$ cat src/rtl/bsg_div_iterative_pkg.sv
// Shared types and helpers for the iterative restoring divider.
package bsg_div_iterative_pkg;

   typedef enum logic [1:0] {
      eIDLE,
      eCAL,
      eADJ,
      eDONE
   } state_e;

   localparam int unsigned MaxWidth = 128;

   // All-ones quotient reported for a zero divisor; callers slice to their width.
   function automatic logic [MaxWidth-1:0] div_zero_quotient(input int unsigned width);
      logic [MaxWidth-1:0] q;
      q = '0;
      for (int unsigned i = 0; i < MaxWidth; i++) begin
         if (i < width) q[i] = 1'b1;
      end
      return q;
   endfunction

endpackage

$ cat src/rtl/bsg_div_iterative_step.sv
// One combinational radix-2 restoring division step on magnitudes.
module bsg_div_iterative_step #(
   parameter int unsigned width_p = 32
) (
   input  logic [width_p-1:0] rem_i,
   input  logic               dvd_bit_i,
   input  logic [width_p-1:0] divisor_i,
   output logic [width_p-1:0] rem_o,
   output logic               q_bit_o
);

   logic [width_p:0]   shifted;
   logic [width_p-1:0] diff;

   // The shifted remainder can need width_p+1 bits for large unsigned divisors.
   assign shifted = {rem_i, dvd_bit_i};
   assign q_bit_o = (shifted >= {1'b0, divisor_i});
   assign diff    = shifted[width_p-1:0] - divisor_i;
   assign rem_o   = q_bit_o ? diff : shifted[width_p-1:0];

endmodule

$ cat src/rtl/bsg_div_iterative_restoring.sv
// Iterative radix-2 restoring divider, signed or unsigned, ready/valid in, valid/yumi out.
// Optional BSG_DIV_ITERATIVE_ZERO_EARLY_OUT_EN skips iteration on a zero divisor.
module bsg_div_iterative_restoring
   import bsg_div_iterative_pkg::*;
#(
   parameter int unsigned width_p = 32
) (
   input  logic               clk_i,
   input  logic               reset_i,
   input  logic               v_i,
   output logic               ready_o,
   input  logic [width_p-1:0] dividend_i,
   input  logic [width_p-1:0] divisor_i,
   input  logic               signed_i,
   output logic               v_o,
   input  logic               yumi_i,
   output logic [width_p-1:0] quotient_o,
   output logic [width_p-1:0] remainder_o
);

   localparam int unsigned cnt_width_lp = $clog2(width_p);

   state_e                  state_q, state_d;
   logic [cnt_width_lp-1:0] cnt_q, cnt_d;
   logic [width_p-1:0]      dvd_q, dvd_d;
   logic [width_p-1:0]      rem_q, rem_d;
   logic [width_p-1:0]      dsr_q, dsr_d;
   logic                    neg_quot_q, neg_quot_d;
   logic                    neg_rem_q, neg_rem_d;
   logic                    zero_q, zero_d;

   logic                    a_neg, b_neg;
   logic [width_p-1:0]      a_abs, b_abs;
   logic [width_p-1:0]      step_rem;
   logic                    step_q;

   // Magnitude of the most negative value wraps to 2^(w-1), still correct as unsigned.
   assign a_neg = signed_i & dividend_i[width_p-1];
   assign b_neg = signed_i & divisor_i[width_p-1];
   assign a_abs = a_neg ? ('0 - dividend_i) : dividend_i;
   assign b_abs = b_neg ? ('0 - divisor_i) : divisor_i;

   bsg_div_iterative_step #(
      .width_p(width_p)
   ) u_step (
      .rem_i    (rem_q),
      .dvd_bit_i(dvd_q[width_p-1]),
      .divisor_i(dsr_q),
      .rem_o    (step_rem),
      .q_bit_o  (step_q)
   );

`ifdef BSG_DIV_ITERATIVE_ZERO_EARLY_OUT_EN
   logic [MaxWidth-1:0] zero_quot;
   assign zero_quot = div_zero_quotient(width_p);
`endif

   always_comb begin
      state_d    = state_q;
      cnt_d      = cnt_q;
      dvd_d      = dvd_q;
      rem_d      = rem_q;
      dsr_d      = dsr_q;
      neg_quot_d = neg_quot_q;
      neg_rem_d  = neg_rem_q;
      zero_d     = zero_q;
      ready_o    = 1'b0;
      v_o        = 1'b0;

      case (state_q)
         eIDLE: begin
            ready_o = 1'b1;
            if (v_i) begin
               dvd_d      = a_abs;
               rem_d      = '0;
               dsr_d      = b_abs;
               neg_quot_d = signed_i & (dividend_i[width_p-1] ^ divisor_i[width_p-1]);
               neg_rem_d  = a_neg;
               zero_d     = (divisor_i == '0);
               state_d    = eCAL;
`ifdef BSG_DIV_ITERATIVE_ZERO_EARLY_OUT_EN
               // Preload the final magnitudes and let eADJ restore the dividend's sign.
               if (divisor_i == '0) begin
                  dvd_d   = zero_quot[width_p-1:0];
                  rem_d   = a_abs;
                  state_d = eADJ;
               end
`endif
            end
         end
         eCAL: begin
            dvd_d = {dvd_q[width_p-2:0], step_q};
            rem_d = step_rem;
            cnt_d = cnt_q + cnt_width_lp'(1);
            if (cnt_q == cnt_width_lp'(width_p - 1)) begin
               cnt_d   = '0;
               state_d = eADJ;
            end
         end
         eADJ: begin
            if (neg_quot_q && !zero_q) dvd_d = '0 - dvd_q;
            if (neg_rem_q)             rem_d = '0 - rem_q;
            state_d = eDONE;
         end
         eDONE: begin
            v_o = 1'b1;
            if (yumi_i) state_d = eIDLE;
         end
         default: state_d = eIDLE;
      endcase
   end

   always_ff @(posedge clk_i) begin
      if (reset_i) begin
         state_q    <= eIDLE;
         cnt_q      <= '0;
         dvd_q      <= '0;
         rem_q      <= '0;
         dsr_q      <= '0;
         neg_quot_q <= 1'b0;
         neg_rem_q  <= 1'b0;
         zero_q     <= 1'b0;
      end else begin
         state_q    <= state_d;
         cnt_q      <= cnt_d;
         dvd_q      <= dvd_d;
         rem_q      <= rem_d;
         dsr_q      <= dsr_d;
         neg_quot_q <= neg_quot_d;
         neg_rem_q  <= neg_rem_d;
         zero_q     <= zero_d;
      end
   end

   assign quotient_o  = dvd_q;
   assign remainder_o = rem_q;

   yumi_only_when_done: assert property (@(posedge clk_i) disable iff (reset_i)
      yumi_i |-> (state_q == eDONE));

endmodule
$ cat config.mk
export PLATFORM = sky130hd
export DESIGN_NAME = bsg_div_iterative_restoring
export DESIGN_NICKNAME = d
export VERILOG_FILES = /design/src/rtl/bsg_div_iterative_pkg.sv /design/src/rtl/bsg_div_iterative_step.sv /design/src/rtl/bsg_div_iterative_restoring.sv
export SDC_FILE = /design/constraint.sdc
export NUM_CORES = 1
export LEC_CHECK = 0
export ABC_CLOCK_PERIOD_IN_PS = 8200
export CORE_MARGIN = 2
export CORE_UTILIZATION = 61
export DETAILED_ROUTE_END_ITERATION = 10
export PLACE_DENSITY = 0.88
export SETUP_SLACK_MARGIN = 0.5
export SLEW_MARGIN = 20
export SYNTH_ARGS = -nofsm -noshare
export SYNTH_HDL_FRONTEND = slang
export SYNTH_SLANG_ARGS = --single-unit
$ cat constraint.sdc
create_clock -name clk_i -period 8.2 [get_ports clk_i]
set_input_delay 1.23 -clock clk_i [delete_from_list [all_inputs] [get_ports clk_i]]
set_output_delay 1.23 -clock clk_i [all_outputs]
set_load 0.005 [all_outputs]
Word level (Yosys, flattened, before mapping)
Index checks and enable logic that the tools add are counted.
Widths: inputs -> output; s select.
{"block": "word_totals", "regBits": 106, "in_bits": 69, "output_inout_bits": 66, "wordCells": 53}
{"block": "op_classes", "addsub": 6, "magnitude_cmp": 1, "eq_ne": 9, "muxes": 16, "bitwise": 4, "reduce_logical": 9}
{"operator": "$mux 32", "n": 7}
{"operator": "$pmux 32 s3", "n": 2}
{"operator": "$sub 1x32->32 const A", "n": 4}
{"operator": "$ge 33x32->1", "n": 1}
{"operator": "$logic_not 32->1", "n": 1}
{"operator": "$sub 32x32->32", "n": 1}
{"operator": "$ne 2x2->1 const B", "n": 5}
{"operator": "$reduce_and 3->1", "n": 3}
{"operator": "$pmux 2 s4", "n": 1}
{"operator": "$mux 2", "n": 3}
{"operator": "$add 5x1->5 const B", "n": 1}
{"operator": "$eq 5x5->1 const B", "n": 1}
{"operator": "$mux 5", "n": 1}
{"operator": "$eq 2x2->1 const B", "n": 2}
{"operator": "$and 1x1->1", "n": 3}
{"operator": "$reduce_bool 3->1", "n": 1}
{"operator": "$eq 2x1->1 const B", "n": 1}
{"operator": "$logic_not 2->1", "n": 1}
{"operator": "$mux 1", "n": 2}
{"operator": "$reduce_and 2->1", "n": 1}
{"operator": "$logic_and 1x1->1", "n": 1}
{"operator": "$logic_not 1->1", "n": 1}
{"operator": "$xor 1x1->1", "n": 1}

Logic depth before layout (Yosys ltp)
{"block": "logic_depth", "word_depth": 4, "ltp_mapped": 15, "depth_no_buf": 13}

Cells and area by module
A second synthesis with hierarchy kept.
{"block": "hier_totals", "hier_cells": 1287, "area_unflattened_um2": 9596.7}
{"module": "bsg_div_iterative_restoring", "instances": 1, "cells_per_inst": 964, "area_per_inst_um2": 7265.7, "seq_area_each_um2": 2122.0}
{"module": "bsg_div_iterative_step", "instances": 1, "cells_per_inst": 323, "area_per_inst_um2": 2331.0, "seq_area_each_um2": 0.0}

Least setup slack after synthesis
Ideal clock, no wire load.
{"block": "synth_timing", "path_type": "input to register", "start": "input divisor_i[8]", "end": "register dsr_q[21]", "setup_ns": 0.132, "arrival_ns": 3.253, "required_time_ns": 8.068, "setup_slack_ns": 4.815, "path_stages": 8, "path_buffers": 0, "cell_sequence": "or4_4 > or3_4 > or4_4 > o41ai_2 > o21ai_1 > xor2_1 > nand2_1 > a21oi_1"}
{"block": "synth_via", "elab_chain_len": 2}
{"element": "start, declared", "line_no": "bsg_div_iterative_restoring.sv:13", "source": "input logic [width_p-1:0] divisor_i,"}
{"element": "$sub 1x32->32", "line_no": "bsg_div_iterative_restoring.sv:41", "source": "assign b_abs = b_neg ? ('0 - divisor_i) : divisor_i;"}
{"element": "$mux 32", "line_no": "bsg_div_iterative_restoring.sv:41"}
{"element": "end signal, assigned", "line_no": "bsg_div_iterative_restoring.sv:128", "source": "dsr_q <= dsr_d;"}
{"element": "end, declared", "line_no": "bsg_div_iterative_restoring.sv:27", "source": "logic [width_p-1:0] dsr_q, dsr_d;"}
Every way passes these cells.
A chain may end at the register's enable or synchronous reset.

Worst setup path after layout
{"block": "layout_timing", "start": "register dvd_q[31], in the netlist quotient_o[31]", "end": "register rem_q[29], in the netlist remainder_o[29]"}
{"block": "layout_via", "elab_chain_len": 3, "elab_cells_between_ends": 4, "cone_classes": "add/sub: 1; order compare: 1; mux: 2"}
{"element": "start, declared", "line_no": "bsg_div_iterative_restoring.sv:25", "source": "logic [width_p-1:0] dvd_q, dvd_d;"}
{"element": "start signal, assigned", "line_no": "bsg_div_iterative_restoring.sv:126", "source": "dvd_q <= dvd_d;"}
{"element": "$sub 32x32->32 / $ge 33x32->1 (equally long branches)", "line_no": "bsg_div_iterative_step.sv:18, bsg_div_iterative_step.sv:17"}
{"element": "$mux 32 *", "line_no": "bsg_div_iterative_step.sv:19", "source": "assign rem_o = q_bit_o ? diff : shifted[width_p-1:0];"}
{"element": "$pmux 32 s3 *", "line_no": "bsg_div_iterative_restoring.sv:70", "source": "case (state_q)"}
{"element": "end signal, assigned", "line_no": "bsg_div_iterative_restoring.sv:127", "source": "rem_q <= rem_d;"}
{"element": "end, declared", "line_no": "bsg_div_iterative_restoring.sv:26", "source": "logic [width_p-1:0] rem_q, rem_d;"}
Mark *: on every way between the ends. The rest lies on a longest branch, timed or not.

==> impl_metrics.toml <==
[layout]
syn_to_final_growth_pct = 17.4
stdcell_area_um2 = 10800
fin_util = 0.738
final_nets = 1464
diodes = 0
drive_above_1_share = 0.0346

[routing]
ant_nets = 0
viasPerCell = 6.53
num_vias = 10100
drtIter0Drc = 1067
wl_per_cell_um = 17.9
post-route-drc-count = 0
drt-total-wl_um = 27600
drt-pass1-iter-count = 6

[logic_synthesis]
ys_types = 77
synth_edf_count = 0
yosys_warnings = 0
syn_inst = 1275
ys.flop_type = "dfxtp_1"
syn_nets = 1387
synth_seq_area_share = 0.231
synth-async-reset-ratio = 0
ys_seq_elements = 106
netlist_area_um2 = 9200
synth_most_common_cell = "nor2_1"
syn_avg_cell_area_um2 = 7.21
synth.top_cell.area_share = 0.231
synth_top_cells_by_area = "dfxtp_1 23%, a21oi_1 6.7%, ha_1 5.7%"
yosysTopAreaCell = "dfxtp_1"
synth_common_cells = "130 x nor2_1, 124 x a21oi_1, 117 x nand2_1, 106 x dfxtp_1, 79 x o21ai_0"

[floorplanning]
ios = 135
die_w_um = 127
die_area_um2 = 16100
initial_core_util = 0.628
die_y_um = 127
core-area_um2 = 14600
rows = 44

[sta]
fin_crit_ns = 3.98
tightest_slew_ns = 1.01
skew_ns = 0.0121
slew_headroom = 0.324
rsz0062_at_grt = "false"
fmax_ghz = 0.251
hold_viol = 0
fin_crit_sh = 0.485
slew_viol_final = 0
setup_tns_ns = 0
setup_viol = 0

[power]
power.switching_uw = 1540
p_leak_uw = 0.00405
p_seq_frac = 0.249
clkPwrFrac = 0.137
comb_power_share = 0.614
ir_worst_vdd_uv = 329
power.internal_uw = 1590
switching_share = 0.493
p_per_area_nw_per_um2 = 290

[clock_network]
insertion_delay_ns = 0.36
clkSlewWorstSetupHoldPaths_ns = 0.08
cts_tree = "yes"
cts_buffers = 9
cts_resized = 0
clockBufferDepth = 2
cts.sinks = 106
ctsHoldBuffers = 0
cts_root_buffer = "clkbuf_16"
post_cts_buffers = 0
cts.htree.levels = 3

[worst_setup_path]
endpoint_kind = "flop"
cp_max_fo = 28
critPathRequiredTime_ns = 8.45
crit_arrival_ns = 4.23
worstSetupPathType = "reg -> reg"
reg2reg_setup_slack_ns = 4.22
cp-start-kind = "flop"

[global_route]
grt-ovfl-total = 0
grt_usage = 0.333
grt_first_pass_wirelength_um = 44100
antenna_found_initial = 0
grt_pass1_vias = 8893
grt_max_degree = 84

[run_status]
status = "complete, no violations"

[placement]
port_buffers = 134
place_area_um2 = 10500
gp_congestion = 1.00
dp_hpwl_um = 20100

[job]
cap_violations = 0

[worst_hold_path]
hold_class = "reg -> reg"
[power groups by stage]
stage                     clock network (uW)  logic (uW)  registers, uW
after floorplan                            0        1370            745
after global placement                     0        1840            781
after detailed placement                   0        1870            785
after CTS                                427        1880            775
after global routing                     447        2120            797
final                                    428        1920            781
[area by class of cell]
type	count	area, um^2
clock buffers	10	229
repair buffers	143	1400
clock inverters	6	48.8
well taps	184	230
multi-input cells	1028	6530
flip-flops and latches	106	2120
inverters	64	240
fillers	1190	3840
[placed cells by master, fill, tap and decap left out, types with 15 or more instances in the layout]
| cell | instances |
|---|---|
| a211oi_1 | 30 |
| a21o_1 | 16 |
| a21oi_1 | 124 |
| a221oi_1 | 15 |
| clkdlybuf4s50_1 | 133 |
| dfxtp_1 | 106 |
| ha_1 | 41 |
| inv_1 | 63 |
| mux2i_1 | 19 |
| nand2_1 | 117 |
| nand3_1 | 28 |
| nor2_1 | 130 |
| nor3_1 | 40 |
| nor4_1 | 17 |
| o211ai_1 | 20 |
| o21ai_0 | 79 |
| o21ai_1 | 23 |
| o31ai_1 | 17 |
| or3_1 | 18 |
| xnor2_1 | 46 |
| xor2_1 | 50 |
[sequential cells by signal (all words and copies together), names as in the netlist]
name	count
state_q	2
remainder_o	32
neg_quot_q	1
dsr_q	32
neg_rem_q	1
cnt_q	5
zero_q	1
quotient_o	32
[worst max-delay path: stages, from the launching register on]
cell and delay (ns):
dfxtp_1 0.49, inv_1 0.08, ha_1 0.20, nor2b_1 0.15, o211ai_1 0.11, a21boi_1 0.28
o2111ai_1 0.16, a31oi_1 0.53, a31o_1 0.68, buf_4 0.46, nand2_1 0.33, a211o_1 0.32
o311ai_1 0.07
[cells by family after synthesis]
logic type      synth area share
flops                      0.231
fa+ha+maj                 0.0593
compound gates             0.287
mux                       0.0268
xor+xnor                  0.0914
simple gates               0.245
buf+inv                   0.0600
[path summary, 6_finish.rpt]
path,startpoint,end,depth (start not counted)
worst max register to register,quotient_o[31]$_SDFFE_PP0P_,remainder_o[29]$_SDFFE_PP0P_,12
worst min register to register,zero_q$_SDFFE_PP0P_,zero_q$_SDFFE_PP0P_,2
worst max-delay path,quotient_o[31]$_SDFFE_PP0P_,remainder_o[29]$_SDFFE_PP0P_,12
worst min-delay path,zero_q$_SDFFE_PP0P_,zero_q$_SDFFE_PP0P_,2
[metal layers]
layer | vias to the layer above | part of all wire | track usage | wire length, um
met2 | 575 | 0.44 | 0.517 | 12100
met5 | - | 0 | 0 | 0
met3 | 68 | 0.097 | 0.0553 | 2680
li1 | 4806 | - | - | -
met1 | 4620 | 0.44 | 0.473 | 12200
met4 | 0 | 0.023 | 0.110 | 633
[through the flow]
stage / worst slack [ns] / std cells / hold slack [ns] / total power, uW
floorplan: 4.81 / 1275 / 0.429 / 2110
global placement: 4.22 / 1525 / 0.440 / 2620
detailed placement: 4.16 / 1525 / 0.449 / 2660
CTS: 4.35 / 1541 / 0.458 / 3080
global route: 3.99 / 1541 / 0.497 / 3370
finish: 4.22 / 1541 / 0.460 / 3130
(Power assumes the default switching activity.)
